===== src/rtl/gtech_rr_arb5.sv =====
// Five-way round-robin arbiter with registered one-hot grant, hold-until-release
// ownership and an optional hold timeout that revokes a grant held too long.
module gtech_rr_arb5 #(
  parameter int MAX_HOLD = 16,
  parameter int CNT_W    = 5,
  parameter int PTR_INIT = 0
) (
  input  logic       CP,
  input  logic       RST,
  input  logic [4:0] REQ,
  input  logic       DONE,
  output logic [4:0] GNT,
  output logic       GNT_VLD,
  output logic [2:0] GNT_ID,
  output logic       TIMEOUT
);

  localparam int                N         = 5;
  localparam logic [2:0]        PTR_RST   = 3'(PTR_INIT);
  localparam logic [CNT_W-1:0]  CNT_MAX   = '1;
  localparam logic [CNT_W-1:0]  HOLD_LAST = CNT_W'((MAX_HOLD == 0) ? 0 : MAX_HOLD - 1);

  typedef enum logic [1:0] {
    IDLE = 2'd0,
    OWN  = 2'd1,
    GAP  = 2'd2
  } state_t;

  state_t           state_reg;
  logic [CNT_W-1:0] cnt_reg;
  logic [2:0]       ptr_reg;

  // Assert asynchronously, release only after two clean edges.
  logic [1:0] rst_sync_reg;
  logic       rst_core;

  always_ff @(posedge CP or posedge RST) begin
    if (RST) begin
      rst_sync_reg <= 2'b11;
    end else begin
      rst_sync_reg <= {rst_sync_reg[0], 1'b0};
    end
  end

  assign rst_core = rst_sync_reg[1];

  // Slot gi of the rotated view holds requester (ptr + gi) mod 5.
  logic [2:0] rot_idx [N];
  logic [N-1:0] rot_req;

  for (genvar gi = 0; gi < N; gi++) begin : g_rot
    logic [3:0] rot_sum;
    assign rot_sum     = {1'b0, ptr_reg} + 4'(gi);
    assign rot_idx[gi] = (rot_sum >= 4'd5) ? 3'(rot_sum - 4'd5) : rot_sum[2:0];
    assign rot_req[gi] = REQ[rot_idx[gi]];
  end

  logic       win_vld;
  logic [2:0] win_id;

  always_comb begin
    win_vld = 1'b0;
    win_id  = 3'd0;
    for (int k = N - 1; k >= 0; k--) begin
      if (rot_req[k]) begin
        win_vld = 1'b1;
        win_id  = rot_idx[k];
      end
    end
  end

  logic [N-1:0] win_onehot;

  for (genvar gi = 0; gi < N; gi++) begin : g_dec
    assign win_onehot[gi] = win_vld && (win_id == 3'(gi));
  end

  logic       owner_req;
  logic       hold_expired;
  logic       release_now;
  logic       timeout_hit;
  logic [2:0] next_ptr;

  assign owner_req    = REQ[GNT_ID];
  assign hold_expired = (MAX_HOLD != 0) && (cnt_reg == HOLD_LAST);
  assign release_now  = DONE || !owner_req || hold_expired;
  // DONE wins over expiry, and a dropped request is a normal release.
  assign timeout_hit  = hold_expired && !DONE && owner_req;
  assign next_ptr     = (GNT_ID == 3'd4) ? 3'd0 : GNT_ID + 3'd1;

  always_ff @(posedge CP or posedge rst_core) begin
    if (rst_core) begin
      state_reg <= IDLE;
      cnt_reg   <= '0;
      ptr_reg   <= PTR_RST;
      GNT       <= '0;
      GNT_VLD   <= 1'b0;
      GNT_ID    <= 3'd0;
      TIMEOUT   <= 1'b0;
    end else begin
      TIMEOUT <= 1'b0;
      case (state_reg)
        IDLE: begin
          if (win_vld) begin
            GNT       <= win_onehot;
            GNT_VLD   <= 1'b1;
            GNT_ID    <= win_id;
            cnt_reg   <= '0;
            state_reg <= OWN;
          end
        end
        OWN: begin
          if (cnt_reg != CNT_MAX) begin
            cnt_reg <= cnt_reg + 1'b1;
          end
          if (release_now) begin
            GNT       <= '0;
            GNT_VLD   <= 1'b0;
            GNT_ID    <= 3'd0;
            ptr_reg   <= next_ptr;
            TIMEOUT   <= timeout_hit;
            state_reg <= GAP;
          end
        end
        GAP: begin
          state_reg <= IDLE;
        end
        default: begin
          state_reg <= IDLE;
        end
      endcase
    end
  end

endmodule


===== config.mk =====
export PLATFORM = sky130hd
export DESIGN_NAME = gtech_rr_arb5
export DESIGN_NICKNAME = d
export VERILOG_FILES = /design/src/rtl/gtech_rr_arb5.sv
export SDC_FILE = /design/constraint.sdc
export NUM_CORES = 1
export LEC_CHECK = 0
export ABC_CLOCK_PERIOD_IN_PS = 900
export CORE_MARGIN = 4
export CORE_UTILIZATION = 58
export CTS_CLUSTER_DIAMETER = 100
export DETAILED_ROUTE_END_ITERATION = 7
export PLACE_DENSITY = 0.8
export SYNTH_ARGS = -nofsm -noshare
export SYNTH_HDL_FRONTEND = slang
export SYNTH_SLANG_ARGS = --single-unit

===== constraint.sdc =====
create_clock -name CP -period 0.9 [get_ports CP]
set_input_delay 0.09 -clock CP [delete_from_list [all_inputs] [get_ports CP]]
set_output_delay 0.09 -clock CP [all_outputs]
set_load 0.005 [all_outputs]

==> reports/qor.csv, run 1 <==
metric,value,unit
ys_seq_area_share,26.5,%
portBuffers,17,
synth_area_per_cell,8.63,um^2
cts_max_path_buffers,2,
synth_flop_cell,dfrtp_1,
haltStage,clock tree synthesis (4_1_cts),
syn-num-nets,265,
cts-root-buf,clkbuf_4,
cts_hold_buf,0,
place_ws,-2.42,ns
synthTopCellsByArea,"dfrtp_1 (24%), ha_1 (8.4%), mux4_2 (6.5%)",
ys_ff_latch,22,
status,did not finish,
yosysTopAreaCellShare,24.0,%
cts-resized-gates,98,
rows,21,
gp_congestion,0.904,
die_w,68.0,um
clock_tree.htree_level_count,1,
dpl_cell_area,0.00300,mm^2
cts.sinks,22,
numCtsBuffers,3,
tool.error,[ERROR DPL-0033] detailed placement checks failed during check placement.,
start_util,61.1,%
ys_async_sr_fraction,100,%
ys_types,59,
io_pins,18,
synth_enable_flop_cells,0,
dieHeight,68.0,um
netlist_area,0.00209,mm^2
dpl.hpwl,6.08,mm
syn_inst,242,
placed_cells,379,
cts_setup_buffers,21,
yosysWarnings,0,
synth_area_leader_cell,dfrtp_1,
[cells in the mapped netlist, drive strengths merged, types with 3 or more instances]
master   count
nand2       22
dfrtp       20
a21oi       17
inv         16
ha          14
o21ai       14
nor2        12
nor3         9
and3         7
buf          7
a22o         6
clkbuf       6
mux2i        6
mux4         6
nand3        6
and2         5
nor2b        5
a21o         4
xnor2        4
a2111oi      3
a211oi       3
mux2         3
nand2b       3
nor3b        3
or2          3
[per-stage QoR]
| stage | hold slack, ns | utilization [%] |
|---|---|---|
| after floorplan | 0.00150 | - |
| after global placement | 0.221 | 87.9 |
| after detailed placement | 0.238 | 87.9 |
[logic make-up after synthesis]
group                    synth area share (%)
multiplexers                             11.0
flip-flops                               26.5
adder cells (fa/ha/maj)                  9.35
AND/OR/NAND/NOR                          20.0
other                                   0.180
AO/OA/AOI/OAI                            24.9
XOR/XNOR                                 1.68
buffers and inverters                    6.47
==> run 2, diff against run 1 <==
CORE_UTILIZATION = 40   (was 58)
CTS_CLUSTER_DIAMETER = default   (was 100)
PLACE_DENSITY = default   (was 0.8)
PLACE_DENSITY_LB_ADDON = 0.15   (was default)
==> reports/qor.csv, run 2 <==
metric,value,unit,change
status,finished with violations,,
violations,setup timing,,
drt_iter0_drc,182,,
grt_overflow,0,,
final_layout_size_suffix_gt1_share,53.5,%,
startpoint_type,flip-flop,,
synth_flop_cell,dfrtp_1,,
drt_pass1_iterations,4,,
vias,2314,,
start_util,41.1,%,-20 points
synth_area_per_cell,8.63,um^2,unchanged
path_class,reg2reg,,
crit_slowest_cell,mux4_2,,
synth_enable_flop_cells,0,,unchanged
place_ws,-2.31,ns,+0.115 ns
final_common_cell,buf_4,,
path_cells,buf_8 > ha_4 > a21o_1 > mux4_2 > mux2i_1 > o22ai_2 > or3_4 > o31ai_4 > buf_6 > and2_4 > a22o_1,,
yosysTopAreaCellShare,24.0,%,unchanged
rsz0062_at_grt,yes,,
remaining_drc_errors,0,,
rows,26,,+24%
dpl.hpwl,5.02,mm,-17%
syn-num-nets,265,,unchanged
antenna_cells,0,,
cts_hold_buf,0,,unchanged
cts-root-buf,clkbuf_8,,
cts_tree,done,,
netlist_area,0.00209,mm^2,unchanged
max_cap_viol_count,0,,
core_area,0.00507,mm^2,
numCtsBuffers,3,,unchanged
cts.sinks,22,,unchanged
cts_max_path_buffers,2,,unchanged
period_needed,3.04,ns,
ys_types,59,,unchanged
ff2ff_setup_slack,-2.14,ns,
final_cell_mix,"buf_4 (94), nand2_1 (19), dfrtp_1 (17)",,
ant_nets,0,,
dieHeight,80.3,um,+18%
clock_skew,0.00952,ns,
avgViaCountPerCell,5.42,,
min_path_type,in2async,,
clock_tree.htree_level_count,1,,unchanged
yosys-top-cells-count,"nand2_1 (22), dfrtp_1 (20), a21oi_1 (17)",,
critPathMaxFanout,7,,
portBuffers,17,,unchanged
fmax,329,MHz,
ys_async_sr_fraction,100,%,unchanged
maxSlewViolCount,0,,
clkTransAtPathRegs,0.09,ns,
crit_family,multiplexers,,
grt_max_degree,21,,
yosysWarnings,0,,unchanged
layout.nets,381,,
ys_ff_latch,22,,unchanged
synth_area_leader_cell,dfrtp_1,,
worstSetupEndpointType,flip-flop,,
grt_pass1_vias,2341,,
io_pins,18,,unchanged
finalWirelength,6.92,mm,
hold_viol_final,0,,
grt_usage,22.0,%,
yosysMostFrequentCell,nand2_1,,
wl_per_cell,16.2,um,
clkLatencyLatePin,0.27,ns,
antenna_found_initial,0,,
critPathBufInv,2,,
required,1.11,ns,
cp_slowest_stage_delay,0.56,ns,
setup_viol,23,,
ys_seq_area_share,26.5,%,unchanged
synthTopCellsByArea,"dfrtp_1 (24%), ha_1 (8.4%), mux4_2 (6.5%)",,
syn_inst,242,,unchanged
min_period_over_period,337,%,
gp_congestion,0.862,,-4.6%
die_area,0.00644,mm^2,
setup_ws,-2.14,ns,
arrival,3.25,ns,
area_growth,68.2,%,
die_w,80.3,um,+18%
grt_pass1_wl,11.0,mm,
run 2: metal layers:
metal / vias up / global-route usage [%] / share of wire (%)
met3: 21 / 3.03 / 3.5
met4: 0 / 7.26 / 2.8
met1: 1105 / 27.3 / 42
li1: 1123 / - / -
met5: - / 0 / 0
met2: 65 / 39.1 / 51
run 2: cell type report:
class                           count  area, um^2
Tap cell                           70        87.6
Multi-Input combinational cell    190        1720
Sequential cell                    22         557
Timing Repair Buffer              124        1000
Inverter                           17        76.3
Fill cell                         405        1560
Clock buffer                        3        41.3
Clock inverter                      1        30.0
run 2: per-stage QoR:
stage,utilization [%],cells,hold WS (ns),cell area [um^2],TNS (ns)
after detailed placement,59.6,400,0.271,3020,-39.78
after global placement,59.6,400,0.263,3020,-38.68
after CTS,66.7,424,0.142,3390,-36.11
final,69.2,427,0.144,3510,-35.20
after global routing,69.2,427,0.156,3510,-37.45
after floorplan,-,242,0.00150,2230,-35.66
run 2: path summary, 6_finish.rpt:
kind / from / end / depth (start not counted)
worst max register to register: ptr_reg[0] / GNT[1] / 11
worst min-delay path: RST / rst_sync_reg[0] / 2
min in group CP: rst_sync_reg[0] / rst_sync_reg[1] / 0
worst min register to register: rst_sync_reg[1] / state_reg[0] / 2
max in group asynchronous: rst_sync_reg[1] / GNT_ID[0] / 2
worst max-delay path: ptr_reg[0] / GNT[1] / 11
run 2: cell families after synthesis:
| group | synth area share, % |
|---|---|
| xor gates and xnor gates | 1.68 |
| DFF | 26.5 |
| muxes | 11.0 |
| AOI/OAI and AO/OA | 24.9 |
| and+or+nand+nor | 20.0 |
| adders and majority gates | 9.35 |
| other | 0.180 |
| buffers and inverters | 6.47 |
run 2: what timing repair did:
item	4_1_cts	5_1_grt
endpoints found under the setup margin	30	24
buffers inserted	21	5
resized for setup	88	28
pin swaps	14	18
Power of run 2 is left out: the tool's default activity adds up to more than one toggle a clock period on the data nets, which glitch-free logic cannot reach.
==> edit: new RTL, flow settings as in run 2 <==
Change the parameter `CNT_W` from 5 to 6.
--- a/src/rtl/gtech_rr_arb5.sv
+++ b/src/rtl/gtech_rr_arb5.sv
@@ -2,7 +2,7 @@
 // ownership and an optional hold timeout that revokes a grant held too long.
 module gtech_rr_arb5 #(
   parameter int MAX_HOLD = 16,
-  parameter int CNT_W    = 5,
+  parameter int CNT_W    = 6,
   parameter int PTR_INIT = 0
 ) (
   input  logic       CP,
Check against the original RTL: same outputs for any inputs over 10 cycles, from zero or initial values and one cycle with RST high; that may be too few to reach the edited logic, so the function may still have changed.
==> edit against run 2 <==
Maximum frequency is 0.73% higher; sequential share of layout area is 0.72 points lower; design area is 9.9% higher; sequential cell count is 1 higher; first-iteration DRC count is 21% lower; worst setup slack better by 0.022 ns; non-clock buffer count is 11 higher; global-route usage is 0.10 points higher; synthesized area is 12% higher; the run still ends with negative setup slack left; routed wire length is 17% higher.
Power is left out: the tool's default activity adds up to more than one toggle a clock period on the data nets, which glitch-free logic cannot reach.
==> edit: results <==
export IMPL_grt_start_max_net_pins=22
export IMPL_gp_congestion=0.941
export IMPL_post_place_cells=430
export IMPL_drt_iter0_markers=144
export IMPL_multiInputGateArea_mm2=0.00198
export IMPL_final_wirelength_um=8080
export IMPL_failed_checks="negative setup slack"
export IMPL_worst_endpoint_arrival_ns=3.22
export IMPL_grt_pass1_vias=2679
export IMPL_synth_fp_nets=281
export IMPL_cp_slowest_stage_delay_ns=0.47
export IMPL_vias=2620
export IMPL_setup_violations=24
export IMPL_outcome="finished with violations"
export IMPL_yosys_cell_types_count=68
export IMPL_post_cts_buffers=14
export IMPL_non_clock_buffer_area_share_pct=28.4
export IMPL_multi_input_comb_cells=211
export IMPL_finish_net_count=410
export IMPL_placed_wire_length_estimate_um=5780
export IMPL_fin_ws_ns=-2.11
export IMPL_die_width_um=84.5
export IMPL_worst_path_max_fanout=6
export IMPL_critical_path_top_delay_family="compound AO/OA/AOI/OAI gates"
export IMPL_cts_htree_levels=1
export IMPL_hold_ws_ns=0.161
export IMPL_synth_commonest_cells="sky130_fd_sc_hd__dfrtp_1, sky130_fd_sc_hd__a21oi_1, sky130_fd_sc_hd__nand2_1, sky130_fd_sc_hd__nor2_1, sky130_fd_sc_hd__inv_1"
export IMPL_synth_seq_area_share_pct=24.7
export IMPL_clock_cell_area_share_pct=1.17
export IMPL_worst_skew_ns=0.00173
export IMPL_grt_util_all_layers_pct=22.1
export IMPL_detailed_place_area_mm2=0.00332
export IMPL_first_pass_grt_wire_length_um=13000
export IMPL_crit_reg2reg_launch="ptr_reg[1]$_DFFE_PP0P_"
export IMPL_area_share_sequential_pct=15.1
export IMPL_placement_setup_worst_slack_ns=-2.13
export IMPL_post_route_cells_drive_above_1_share_pct=55.7
export IMPL_buffers_outside_the_clock_class=135
export IMPL_r2r_worst_path_cells=12
export IMPL_syn_mean_instance_area_um2=9.01
export IMPL_cp_endpoint="GNT[2]$_DFFE_PP0P_"
export IMPL_clockBufferCount=4
export IMPL_inverters=15
export IMPL_flow_area_growth_from_synthesis_pct=64.8
export IMPL_critical_path_slowest_cell="sky130_fd_sc_hd__dfrtp_2"
export IMPL_synth_area_leaders="sky130_fd_sc_hd__dfrtp_1, sky130_fd_sc_hd__ha_1, sky130_fd_sc_hd__mux4_2, sky130_fd_sc_hd__a21oi_1, sky130_fd_sc_hd__mux2i_1"
export IMPL_postCtsResizedCells=81
edit: changes by cell type in the layout (fill, tap and decap cells not counted), sizes merged, moves of 4 or more:
| cell | change |
|---|---|
| or3 | +6 |
| nand2b | +5 |
| nand3 | +5 |
| nor2 | +4 |
| o31ai | +4 |
| nand2 | -5 |
| buf | +10 |
| nor3 | +5 |
| a22o | -5 |
| a211oi | +4 |
| and3 | -4 |
edit: cells by family after synthesis:
family                   after synthesis  synth area share [%]
AO/OA/AOI/OAI                         78                  25.4
XOR/XNOR                               2                 0.748
adder cells (fa/ha/maj)               13                  7.26
buffers and inverters                 26                  5.66
flip-flops                            23                  24.7
multiplexers                          15                  9.72
other                                  1                 0.160
AND/OR/NAND/NOR                      102                  26.3
edit: layer usage:
metal	GRT usage (%)	up-vias	routed length [um]
met4	6.19	0	128
met5	0	-	0
met2	35.2	86	3950
li1	-	1245	-
met1	30.4	1273	3540
met3	4.71	16	459
